### src/rtl/mem_access_responder.sv
// Memory-stage load/store responder: latches one single-data-transfer request,
// runs an Avalon-MM access to data memory and returns load/writeback results.
module mem_access_responder #(
   parameter int TIMEOUT_CYCLES = 255
) (
   input  logic        clk,
   input  logic        rst,
   input  logic        req_valid,
   output logic        req_ready,
   input  logic        req_load,
   input  logic        req_byte,
   input  logic        req_P,
   input  logic        req_U,
   input  logic        req_W,
   input  logic [31:0] req_base,
   input  logic [31:0] req_offset,
   input  logic [31:0] req_store_data,
   input  logic [3:0]  req_rn,
   input  logic [3:0]  req_rd,
   output logic [31:0] mem_addr,
   output logic        mem_read,
   output logic        mem_write,
   output logic [3:0]  mem_byteenable,
   output logic [31:0] mem_writedata,
   input  logic        mem_waitrequest,
   input  logic [31:0] mem_readdata,
   input  logic        mem_readdatavalid,
   output logic        resp_valid,
   input  logic        resp_ready,
   output logic        resp_rd_en,
   output logic [3:0]  resp_rd,
   output logic [31:0] resp_rd_data,
   output logic        resp_wb_en,
   output logic [3:0]  resp_rn,
   output logic [31:0] resp_wb_data,
   output logic        resp_err
);

   typedef enum logic [1:0] {IDLE, ACCESS, RDATA, RESP} state_t;

   localparam logic [15:0] TIMEOUT_LAST = 16'(TIMEOUT_CYCLES - 1);

   state_t      state, state_next;
   logic        load_q, byte_q, wb_en_q, err_q;
   logic [31:0] eff_q, wb_data_q, store_data_q, rd_data_q;
   logic [3:0]  rn_q, rd_q;
   logic [15:0] count_q;

   logic [31:0] off_addr, eff, load_result;
   logic [1:0]  lane;
   logic        accept, timed_out, abort, in_access, in_resp;
   logic [3:0]  be_sel;

   assign off_addr  = req_U ? (req_base + req_offset) : (req_base - req_offset);
   assign eff       = req_P ? off_addr : req_base;
   assign accept    = req_valid && req_ready;
   assign lane      = eff_q[1:0];
   assign timed_out = (count_q == TIMEOUT_LAST);
   assign in_access = (state == ACCESS);
   assign in_resp   = (state == RESP);

   // A timeout only aborts when the cycle would not otherwise have completed.
   assign abort = timed_out &&
                  ((in_access && mem_waitrequest) ||
                   ((state == RDATA) && !mem_readdatavalid));

   always_comb begin
      state_next = state;
      case (state)
         IDLE:    if (accept) state_next = ACCESS;
         ACCESS: begin
            if (!mem_waitrequest) state_next = load_q ? RDATA : RESP;
            else if (abort)       state_next = RESP;
         end
         RDATA:   if (mem_readdatavalid || abort) state_next = RESP;
         RESP:    if (resp_ready) state_next = IDLE;
         default: state_next = IDLE;
      endcase
   end

   // Byte loads pick one lane; word loads rotate so the addressed byte lands in bits 7:0.
   always_comb begin
      load_result = mem_readdata;
      if (byte_q) begin
         case (lane)
            2'd0:    load_result = {24'h0, mem_readdata[7:0]};
            2'd1:    load_result = {24'h0, mem_readdata[15:8]};
            2'd2:    load_result = {24'h0, mem_readdata[23:16]};
            default: load_result = {24'h0, mem_readdata[31:24]};
         endcase
      end else begin
         case (lane)
            2'd1:    load_result = {mem_readdata[7:0],  mem_readdata[31:8]};
            2'd2:    load_result = {mem_readdata[15:0], mem_readdata[31:16]};
            2'd3:    load_result = {mem_readdata[23:0], mem_readdata[31:24]};
            default: load_result = mem_readdata;
         endcase
      end
   end

   always_ff @(posedge clk) begin
      if (rst) begin
         state        <= IDLE;
         load_q       <= 1'b0;
         byte_q       <= 1'b0;
         wb_en_q      <= 1'b0;
         err_q        <= 1'b0;
         eff_q        <= '0;
         wb_data_q    <= '0;
         store_data_q <= '0;
         rd_data_q    <= '0;
         rn_q         <= '0;
         rd_q         <= '0;
         count_q      <= '0;
      end else begin
         state <= state_next;
         if (accept) begin
            load_q       <= req_load;
            byte_q       <= req_byte;
            wb_en_q      <= !req_P || req_W;
            eff_q        <= eff;
            wb_data_q    <= off_addr;
            store_data_q <= req_store_data;
            rn_q         <= req_rn;
            rd_q         <= req_rd;
            err_q        <= 1'b0;
            count_q      <= '0;
         end else if (in_access || (state == RDATA)) begin
            count_q <= count_q + 16'd1;
         end
         if (abort) err_q <= 1'b1;
         if ((state == RDATA) && mem_readdatavalid) rd_data_q <= load_result;
      end
   end

   assign be_sel = byte_q ? (4'b0001 << lane) : 4'hF;

   assign req_ready      = (state == IDLE);
   assign mem_read       = in_access && load_q;
   assign mem_write      = in_access && !load_q;
   assign mem_addr       = in_access ? {eff_q[31:2], 2'b00} : '0;
   assign mem_byteenable = in_access ? be_sel : '0;
   assign mem_writedata  = !in_access ? '0 : (byte_q ? {4{store_data_q[7:0]}} : store_data_q);

   assign resp_valid   = in_resp;
   assign resp_rd_en   = in_resp && load_q && !err_q;
   assign resp_wb_en   = in_resp && wb_en_q && !err_q;
   assign resp_rd      = in_resp ? rd_q : '0;
   assign resp_rn      = in_resp ? rn_q : '0;
   assign resp_rd_data = in_resp ? rd_data_q : '0;
   assign resp_wb_data = in_resp ? wb_data_q : '0;
   assign resp_err     = in_resp && err_q;

endmodule
### config.mk
export PLATFORM = sky130hd
export DESIGN_NAME = mem_access_responder
export DESIGN_NICKNAME = d
export VERILOG_FILES = /design/src/rtl/mem_access_responder.sv
export SDC_FILE = /design/constraint.sdc
export NUM_CORES = 1
export LEC_CHECK = 0
export ABC_AREA = 1
export ABC_CLOCK_PERIOD_IN_PS = 5450
export BUFFER_PORTS_ARGS = -buffer_cell sky130_fd_sc_hd__buf_4
export CORE_UTILIZATION = 40
export DETAILED_ROUTE_END_ITERATION = 10
export MAX_ROUTING_LAYER = met4
export SYNTH_ARGS = -nofsm -noshare
export SYNTH_HDL_FRONTEND = slang
export SYNTH_SLANG_ARGS = --single-unit
### constraint.sdc
create_clock -name clk -period 5.45 [get_ports clk]
set_input_delay 0.2725 -clock clk [delete_from_list [all_inputs] [get_ports clk]]
set_output_delay 0.2725 -clock clk [all_outputs]
set_load 0.05 [all_outputs]
Word level (Yosys, flattened, before mapping):

Index checks and enable logic that the tools add are counted.

* register bits: 158
* bits in latches: 0
* bits in writable memories: 0
* memory bits (read-only): 0
* input bits: 147
* output and inout bits: 147
* logic and storage cells: 75
* memories: 0

* add/subtract/negate cells: 3
* multiply operators: 0
* divide/modulo/power cells: 0
* $lt $le $gt $ge: 0
* eq/ne operators: 11
* shifts and indexed selects: 1
* multiplexer cells: 23
* bitwise gates (word level): 0
* reductions and logical operators: 25

Operators with widths (number)
* 2-to-1 mux 32 bit: 8
* one-hot mux 32 bit (3 select lines): 1
* adder 32 bit: 1
* subtractor 32 bit: 1
* one-hot mux 8 bit (3 select lines): 1
* adder 16 x 1 -> 16 bit (second input constant): 1
* equality test 16 x 8 -> 1 bit (second input constant): 1
* 2-to-1 mux 4 bit: 4
* logical AND 1 bit: 12
* 2-to-1 mux 2 bit: 5
* equality test 2 bit (second input constant): 4
* one-hot mux 2 bit (4 select lines): 1
* equality test 2 x 1 -> 1 bit (second input constant): 2
* logical NOT 1 bit: 4
* logical NOT 2 bit: 2
* logical OR 1 bit: 4
* inequality test 2 bit (second input constant): 2
* AND reduction 4 bit: 1
* << shifter 1 x 2 -> 4 bit (first input constant): 1
* 2-to-1 mux 1 bit: 3
* inequality test 3 bit (second input constant): 1
* inequality test 2 x 1 -> 1 bit (second input constant): 1
* nonzero test 2 bit: 1
* OR reduction 2 bit: 1

Depth between registers and ports, before layout:

Gate-level depths: netlist of run 1.

* depth in word-level cells: 7
* gate-level depth with buffers: 21
* mapped depth without buffers: 21

Least setup slack after synthesis of run 1:

OpenSTA, ideal clock, no wires.

* kind: input -> register
* start point: in req_offset[0]
* end point: reg eff_q[18]
* setup time: 116 ps
* data arrival time: 2470 ps
* required time: 5334 ps
* path slack: 2864 ps
* stages on the path: 17
* buffers on the path: 0
* cell sequence: inv_1 > ha_1 > nand4_1 > nor2_2 > nand3_2 > o31ai_2 > xor2_1 > ha_1 > nand2_1 > nor2_1 > inv_1 > nor2_1 > nand4_1 > nand4_1 > nand2_1 > o21ai_1 > nand2_1

* word-level cells in the longest chain between the ends: 3
* elaborated cells between the ends (all ways): 4
* those cells by class: 2 x add/sub; 2 x mux

Ends and longest elaborated chain
* from (decl): RTL line 16 `input logic [31:0] req_offset,`
* subtractor 32 bit / adder 32 bit (equally long branches): RTL line 54 `assign off_addr = req_U ? (req_base + req_offset) : (req_base - req_offset);`
* 2-to-1 mux 32 bit (*): RTL line 54
* 2-to-1 mux 32 bit (*): RTL line 55 `assign eff = req_P ? off_addr : req_base;`
* to (signal assigned): RTL line 108 `eff_q <= '0;`
* to (signal assigned): RTL line 121 `eff_q <= eff;`
* to (decl): RTL line 45 `logic [31:0] eff_q, wb_data_q, store_data_q, rd_data_q;`

Every way passes the cells marked *; elsewhere a longest branch is shown, timed or not.
A chain may end at the register's enable or synchronous reset.

Final worst setup path of run 1:

Ends and elaborated chain as after synthesis.

==> impl_metrics.sql, run 1 <==
INSERT INTO impl_metrics (metric_group, metric, value, unit) VALUES
('sta', 'finalMaxSlewViolations', '0', ''),
('sta', 'finalCritPeriodShare', '0.567', ''),
('logic_synthesis', 'synthMostInstantiatedCell', 'nand2_1', ''),
('finish', 'final_layout_size_suffix_gt1_frac', '0.177', ''),
('logic_synthesis', 'synth_top_area_share', '0.284', ''),
('power_and_ir_drop', 'switching_power', '2.09', 'mW'),
('floorplanning', 'core.rowCount', '60', ''),
('power_and_ir_drop', 'swShare', '0.446', ''),
('placement', 'io_buffer_count', '291', ''),
('finish', 'finalNetCount', '2255', ''),
('floorplanning', 'core_region_area', '0.0272', 'mm2'),
('min_path', 'min_from', 'req_byte', ''),
('logic_synthesis', 'synth_edf_count', '0', ''),
('sta', 'slew_headroom', '0.236', ''),
('sta', 'report.final.setup_viol', '0', ''),
('logic_synthesis', 'synth_flop_cell', 'dfxtp_1', ''),
('worst_setup_path', 'regToRegEndpoint', 'rd_data_q[31]', ''),
('floorplanning', 'floorplan.io_pins', '294', ''),
('min_path', 'whs_endpoint', 'byte_q', ''),
('logic_synthesis', 'synth_area_leader_cell', 'dfxtp_1', ''),
('worst_setup_path', 'setup.worst_path.class', 'in2reg', ''),
('drt', 'post-route-drc-count', '0', ''),
('sta', 'clock-skew-final', '0.0163', 'ns'),
('run_status', 'status', 'finished clean', ''),
('logic_synthesis', 'synth.top_cells.by_count', '594 x nand2_1, 316 x inv_1, 158 x dfxtp_1', ''),
('drt', 'routedWlPerCell', '16.4', 'um'),
('drt', 'starting_drt_drc_count', '798', ''),
('floorplanning', 'floorplan.die.width', '169', 'um'),
('placement', 'hpwlAfterDp', '31.2', 'mm'),
('logic_synthesis', 'synthesis.area_per_instance', '6.13', 'um2'),
('worst_setup_path', 'regToRegStartpoint', 'eff_q[0]', ''),
('drt', 'first_pass_iters', '5', ''),
('drt', 'routed_via_density', '5.09', ''),
('logic_synthesis', 'async_flop_share', '0', ''),
('logic_synthesis', 'yosys_warnings', '0', ''),
('min_path', 'timing.hold.worst.class', 'in2reg', ''),
('power_and_ir_drop', 'power_per_cell_area', '331', 'mW/mm2'),
('logic_synthesis', 'post_synth_instance_area', '0.0111', 'mm2'),
('power_and_ir_drop', 'pwr-share-comb', '0.413', ''),
('logic_synthesis', 'netlist_instances', '1819', ''),
('finish', 'postLayoutCoreUtil', '0.522', ''),
('sta', 'hold_violations', '0', ''),
('clocking', 'h-tree-depth', '4', ''),
('grt', 'grt_first_pass_wirelength', '61.9', 'mm'),
('finish', 'layout-area-overhead-vs-synth', '27.2', '%'),
('clocking', 'tritoncts_clock_tree', 'built', ''),
('drt', 'routed-via-count', '12500', ''),
('sta', 'worst_slew_pin_slew', '1.15', 'ns'),
('worst_setup_path', 'worst_ep_arrival_time', '3.41', 'ns'),
('sta', 'tns_setup', '0', 'ns'),
('sta', 'final.min_clock_period', '3.09', 'ns'),
('worst_setup_path', 'reg2reg_setup_slack', '2.67', 'ns'),
('min_path', 'min_delay_path_depth', '3', ''),
('grt', 'grt_antenna_before_repair', '0', ''),
('grt', 'grt_start_max_net_pins', '103', ''),
('clocking', 'worst_skew_pair.late_latency', '0.43', 'ns'),
('power_and_ir_drop', 'max-vdd-ir-drop', '0.000214', 'V'),
('logic_synthesis', 'synth.ff_latch_count', '158', ''),
('clocking', 'cts.sinks', '158', ''),
('worst_setup_path', 'critical_path.max_fanout', '5', ''),
('grt', 'first_global_vias', '11500', ''),
('finish', 'num-fill-cells', '2861', ''),
('drt', 'wl', '40.1', 'mm'),
('clocking', 'hold_buffers', '0', ''),
('worst_setup_path', 'timing.critical_path.from_type', 'primary input', ''),
('sta', 'max_freq', '323', 'MHz'),
('grt', 'grt_remaining_overflow', '0', ''),
('clocking', 'clock_path_buffers', '2', ''),
('power_and_ir_drop', 'cellLeakagePower', '7.73', 'nW'),
('grt', 'gr-usage-all-layers', '0.285', ''),
('flow_run', 'max_cap_violations', '0', '');
## how the worst max path moves through the flow
stage,startpoint,cells after the start,endpoint
after floorplan,req_offset[0],17,eff_q[18]
after global placement,req_offset[0],18,eff_q[18]
after detailed placement,req_offset[0],18,eff_q[18]
after CTS,req_offset[0],18,eff_q[18]
after global routing,req_offset[0],18,eff_q[18]
final,req_offset[0],18,eff_q[18]
## layer usage
layer	GRT usage	vias up	routed length [um]
li1	-	6231	-
met1	0.361	5716	17900
met2	0.458	454	18400
met3	0.0372	61	2460
met4	0.113	0	1360
met5	-	-	0
## critical path, stage by stage
cell and delay (ns):
buf_4 0.12, inv_1 0.06, ha_1 0.24, nand4_1 0.19
nor2_2 0.25, nand3_2 0.20, o31ai_2 0.24, xor2_1 0.14
ha_1 0.35, nand2_1 0.11, nor2_1 0.25, inv_1 0.07
nor2_1 0.30, nand4_1 0.20, nand4_1 0.13, nand2_1 0.08
o21ai_1 0.13, nand2_1 0.06
## placed cells by master (no fill, tap or decap), drive strengths merged, types with 4 or more instances in the layout
cell type | synthesis | final
nand2 | 597 | 597
a31oi | 12 | 12
dfxtp | 158 | 158
a22o | 42 | 42
nand3 | 62 | 62
inv | 321 | 327
clkinv | 0 | 8
a21oi | 120 | 120
ha | 45 | 45
nand4 | 20 | 20
nor3 | 14 | 14
o221ai | 20 | 20
xnor2 | 18 | 18
clkbuf | 52 | 17
o22ai | 24 | 24
o21ai | 77 | 77
xor2 | 25 | 25
and2 | 4 | 4
nor2 | 140 | 140
buf | 24 | 299
o31ai | 4 | 4
o211ai | 18 | 18
## power by group through the flow
| stage | logic, mW | registers [mW] | clock network, mW |
|---|---|---|---|
| after floorplan | 1.36 | 1.49 | 0 |
| after global placement | 1.92 | 1.54 | 0 |
| after detailed placement | 1.93 | 1.54 | 0 |
| after CTS | 1.94 | 1.52 | 1.26 |
| after global routing | 2.13 | 1.55 | 1.31 |
| final | 1.94 | 1.52 | 1.23 |
## state kept, by name, indices dropped and copies added (netlist names)
name	cells
wb_en_q	1
err_q	1
rd_data_q	32
rd_q	4
wb_data_q	32
count_q	16
load_q	1
rn_q	4
byte_q	1
state	2
store_data_q	32
eff_q	32
## per-stage QoR
step	cell area, um2	std cells	setup slack, ns	power (mW)	hold slack [ns]
after floorplan	11200	1820	2.86	2.85	0.385
after global placement	13600	2415	1.97	3.46	0.436
after detailed placement	13600	2415	1.91	3.47	0.438
after CTS	14200	2447	2.34	4.71	0.0309
after global routing	14200	2447	2.09	4.98	0.0345
final	14200	2447	2.36	4.69	0.0371
## cell type report
| class | count | area, um2 | share of cell area |
|---|---|---|---|
| Timing Repair Buffer | 299 | 2240 | 0.158 |
| Tap cell | 372 | 465 | 0.0328 |
| Inverter | 321 | 1200 | 0.0850 |
| Multi-Input combinational cell | 1265 | 6480 | 0.457 |
| Clock inverter | 15 | 193 | 0.0136 |
| Sequential cell | 158 | 3160 | 0.223 |
| Clock buffer | 17 | 425 | 0.0300 |
## logic make-up after synthesis
logic type      Yosys count  share of synthesized area
mux                       2                    0.00180
buf+inv                 397                      0.137
simple gates            847                      0.312
fa+ha+maj                46                     0.0523
other cells               1                   0.000336
compound gates          325                      0.180
flops                   158                      0.284
xor+xnor                 43                     0.0338
No activity file was read; power rests on OpenSTA's default activity.
==> inputs of run 2 (changes only) <==
ABC_CLOCK_PERIOD_IN_PS = 3000   (was 5450)
clock period = 3 ns   (was 5.45 ns; I/O delays follow)
==> impl_metrics.sql, run 2 (synthesis gave the netlist of run 1 again) <==
INSERT INTO impl_metrics (metric_group, metric, value, unit) VALUES
('grt', 'first_global_vias', '12200', ''),
('clocking', 'cts.reportedPaths.clkPinSlew', '0.07', 'ns'),
('sta', 'finalCritPeriodShare', '0.896', ''),
('sta', 'report.final.setup_viol', '0', ''),
('placement', 'placement.cell_area', '0.0138', 'mm2'),
('drt', 'post-route-drc-count', '0', ''),
('worst_setup_path', 'cp.required', '3.33', 'ns'),
('floorplanning', 'floorplan.die.height', '169', 'um'),
('finish', 'final_layout_size_suffix_gt1_frac', '0.184', ''),
('drt', 'met3_wirelength', '1.96', 'mm'),
('sta', 'slew_headroom', '0.496', ''),
('sta', 'finalMaxSlewViolations', '0', ''),
('floorplanning', 'floorplan.die.width', '169', 'um'),
('grt', 'gr-usage-all-layers', '0.291', ''),
('clocking', 'cts.repair_timing.setup_buffer_count', '0', ''),
('floorplanning', 'core_region_area', '0.0272', 'mm2'),
('placement', 'post-place-ws', '-0.155', 'ns'),
('grt', 'grt_remaining_overflow', '0', ''),
('flow_run', 'max_cap_violations', '0', ''),
('worst_setup_path', 'timing.critical_path.from_type', 'primary input', ''),
('drt', 'first_pass_iters', '6', ''),
('drt', 'routedWlPerCell', '16.3', 'um'),
('clocking', 'cts_inserted_buffers', '17', ''),
('floorplanning', 'floorplan.io_pins', '294', ''),
('grt', 'grt_first_pass_wirelength', '63.7', 'mm'),
('sta', 'final.min_clock_period', '2.69', 'ns'),
('finish', 'final_cell_area', '0.0149', 'mm2'),
('drt', 'routed_via_density', '5.04', ''),
('drt', 'detailroute.wirelength.met2', '19.0', 'mm'),
('clocking', 'cts.sinks', '158', ''),
('sta', 'final_worst_setup_slack', '0.313', 'ns'),
('clocking', 'h-tree-depth', '4', ''),
('worst_setup_path', 'worstSetupEndpointType', 'register', ''),
('sta', 'hold_violations', '0', ''),
('sta', 'max_freq', '372', 'MHz'),
('finish', 'layout-area-overhead-vs-synth', '33.5', '%'),
('drt', 'starting_drt_drc_count', '796', ''),
('drt', 'wl', '41.1', 'mm'),
('clocking', 'tritoncts_clock_tree', 'built', ''),
('sta', 'final.hold.worst_slack', '0.0109', 'ns'),
('sta', 'tns_setup', '0', 'ns'),
('drt', 'highest-signal-layer', 'met4', ''),
('worst_setup_path', 'worst_ep_arrival_time', '3.01', 'ns'),
('grt', 'grt_start_max_net_pins', '62', ''),
('power_and_ir_drop', 'power_per_cell_area', '583', 'mW/mm2'),
('clocking', 'clock_tree.root_cell', 'clkbuf_16', ''),
('run_status', 'status', 'finished clean', ''),
('floorplanning', 'initial_utilization', '0.410', ''),
('sta', 'worst_slew_pin_slew', '0.756', 'ns'),
('finish', 'layout.cells.most_common', 'nand2_1', ''),
('drt', 'antenna_violating_nets_post_route', '0', ''),
('power_and_ir_drop', 'cellLeakagePower', '8.07', 'nW'),
('power_and_ir_drop', 'max-vdd-ir-drop', '0.000455', 'V'),
('finish', 'num-fill-cells', '2844', ''),
('floorplanning', 'floorplan.die_area', '0.0285', 'mm2'),
('finish', 'finalNetCount', '2330', ''),
('placement', 'place_congestion', '0.932', ''),
('floorplanning', 'core.rowCount', '60', ''),
('placement', 'io_buffer_count', '291', ''),
('clocking', 'worst_skew_pair.late_latency', '0.43', 'ns'),
('grt', 'grt_antenna_before_repair', '0', ''),
('min_path', 'timing.hold.worst.class', 'in2reg', ''),
('finish', 'multi_input_area', '0.00648', 'mm2'),
('placement', 'hpwlAfterDp', '32.0', 'mm'),
('worst_setup_path', 'critical_path.max_fanout', '5', ''),
('sta', 'grt_setup_unrepaired', 'false', ''),
('clocking', 'clock_path_buffers', '2', ''),
('finish', 'antenna_fix_cells', '0', ''),
('finish', 'most-common-layout-cells', '594 x nand2_1, 325 x buf_4, 316 x inv_1, 158 x dfxtp_1, 125 x nor2_1', ''),
('finish', 'regArea', '0.00316', 'mm2'),
('worst_setup_path', 'setup.worst_path.class', 'in2reg', ''),
('drt', 'detail_route.wirelength.met1', '18.7', 'mm'),
('sta', 'clock-skew-final', '0.0156', 'ns'),
('drt', 'routed-via-count', '12700', '');
[run 2: cell types whose count changed in the layout (fill, tap and decap cells not counted)]
cell	previous run	this run
clkinv_8	6	7
inv_12	1	0
dlygate4sd3_1	0	47
buf_4	299	325
inv_8	4	3
inv_6	1	2
buf_12	0	2
[run 2: layer usage]
| metal | global-route usage | vias up |
|---|---|---|
| met5 | - | - |
| met4 | 0.110 | 0 |
| met3 | 0.0269 | 70 |
| met2 | 0.487 | 423 |
| met1 | 0.363 | 5819 |
| li1 | - | 6401 |
[run 2: power by group]
group / total [mW] / leakage (nW) / switching, mW / internal (mW)
registers: 2.75 / 1.29 / 0.251 / 2.50
clock network: 2.23 / 0.293 / 1.10 / 1.13
logic: 3.69 / 6.49 / 2.49 / 1.20
[run 2: per-stage QoR]
stage	power (mW)	util	cells
floorplan	5.18	-	1820
global placement	6.38	0.508	2443
detailed placement	6.40	0.508	2443
CTS	8.68	0.548	2522
global route	9.19	0.548	2522
finish	8.67	0.548	2522
[run 2: path summary, 6_finish.rpt]
| kind | slack [ns] | end | startpoint | cells after the start |
|---|---|---|---|---|
| min | 0.01 | eff_q[10] | req_base[10] | 3 |
| max | 0.31 | eff_q[28] | req_offset[0] | 19 |
| max reg2reg | 0.86 | rd_data_q[19] | eff_q[0] | 6 |
| min reg2reg | 0.45 | eff_q[22] | eff_q[22] | 2 |
[run 2: timing repair]
item,CTS,global route
hold endpoints to repair,47,0
endpoints found under the setup margin,0,1
resized for setup,0,1
hold buffers,47,0
[run 2: critical path, stage by stage]
cell     delay, ns
buf_4         0.11
inv_1         0.06
ha_1          0.16
nand4_1       0.17
nor2_2        0.19
nand3_2       0.16
o31ai_2       0.25
xnor2_1       0.15
ha_1          0.34
nand2_1       0.09
inv_2         0.08
nand2_1       0.11
nor3_1        0.30
and2_1        0.18
nand2_1       0.12
nand3_1       0.14
nand3_1       0.08
nand2_1       0.10
nand2_1       0.05
[run 2: layout make-up]
class | instances | area share
Sequential cell | 158 | 0.213
Multi-Input combinational cell | 1265 | 0.436
Tap cell | 372 | 0.0313
Timing Repair Buffer | 374 | 0.198
Inverter | 321 | 0.0810
Clock buffer | 17 | 0.0286
Clock inverter | 15 | 0.0128
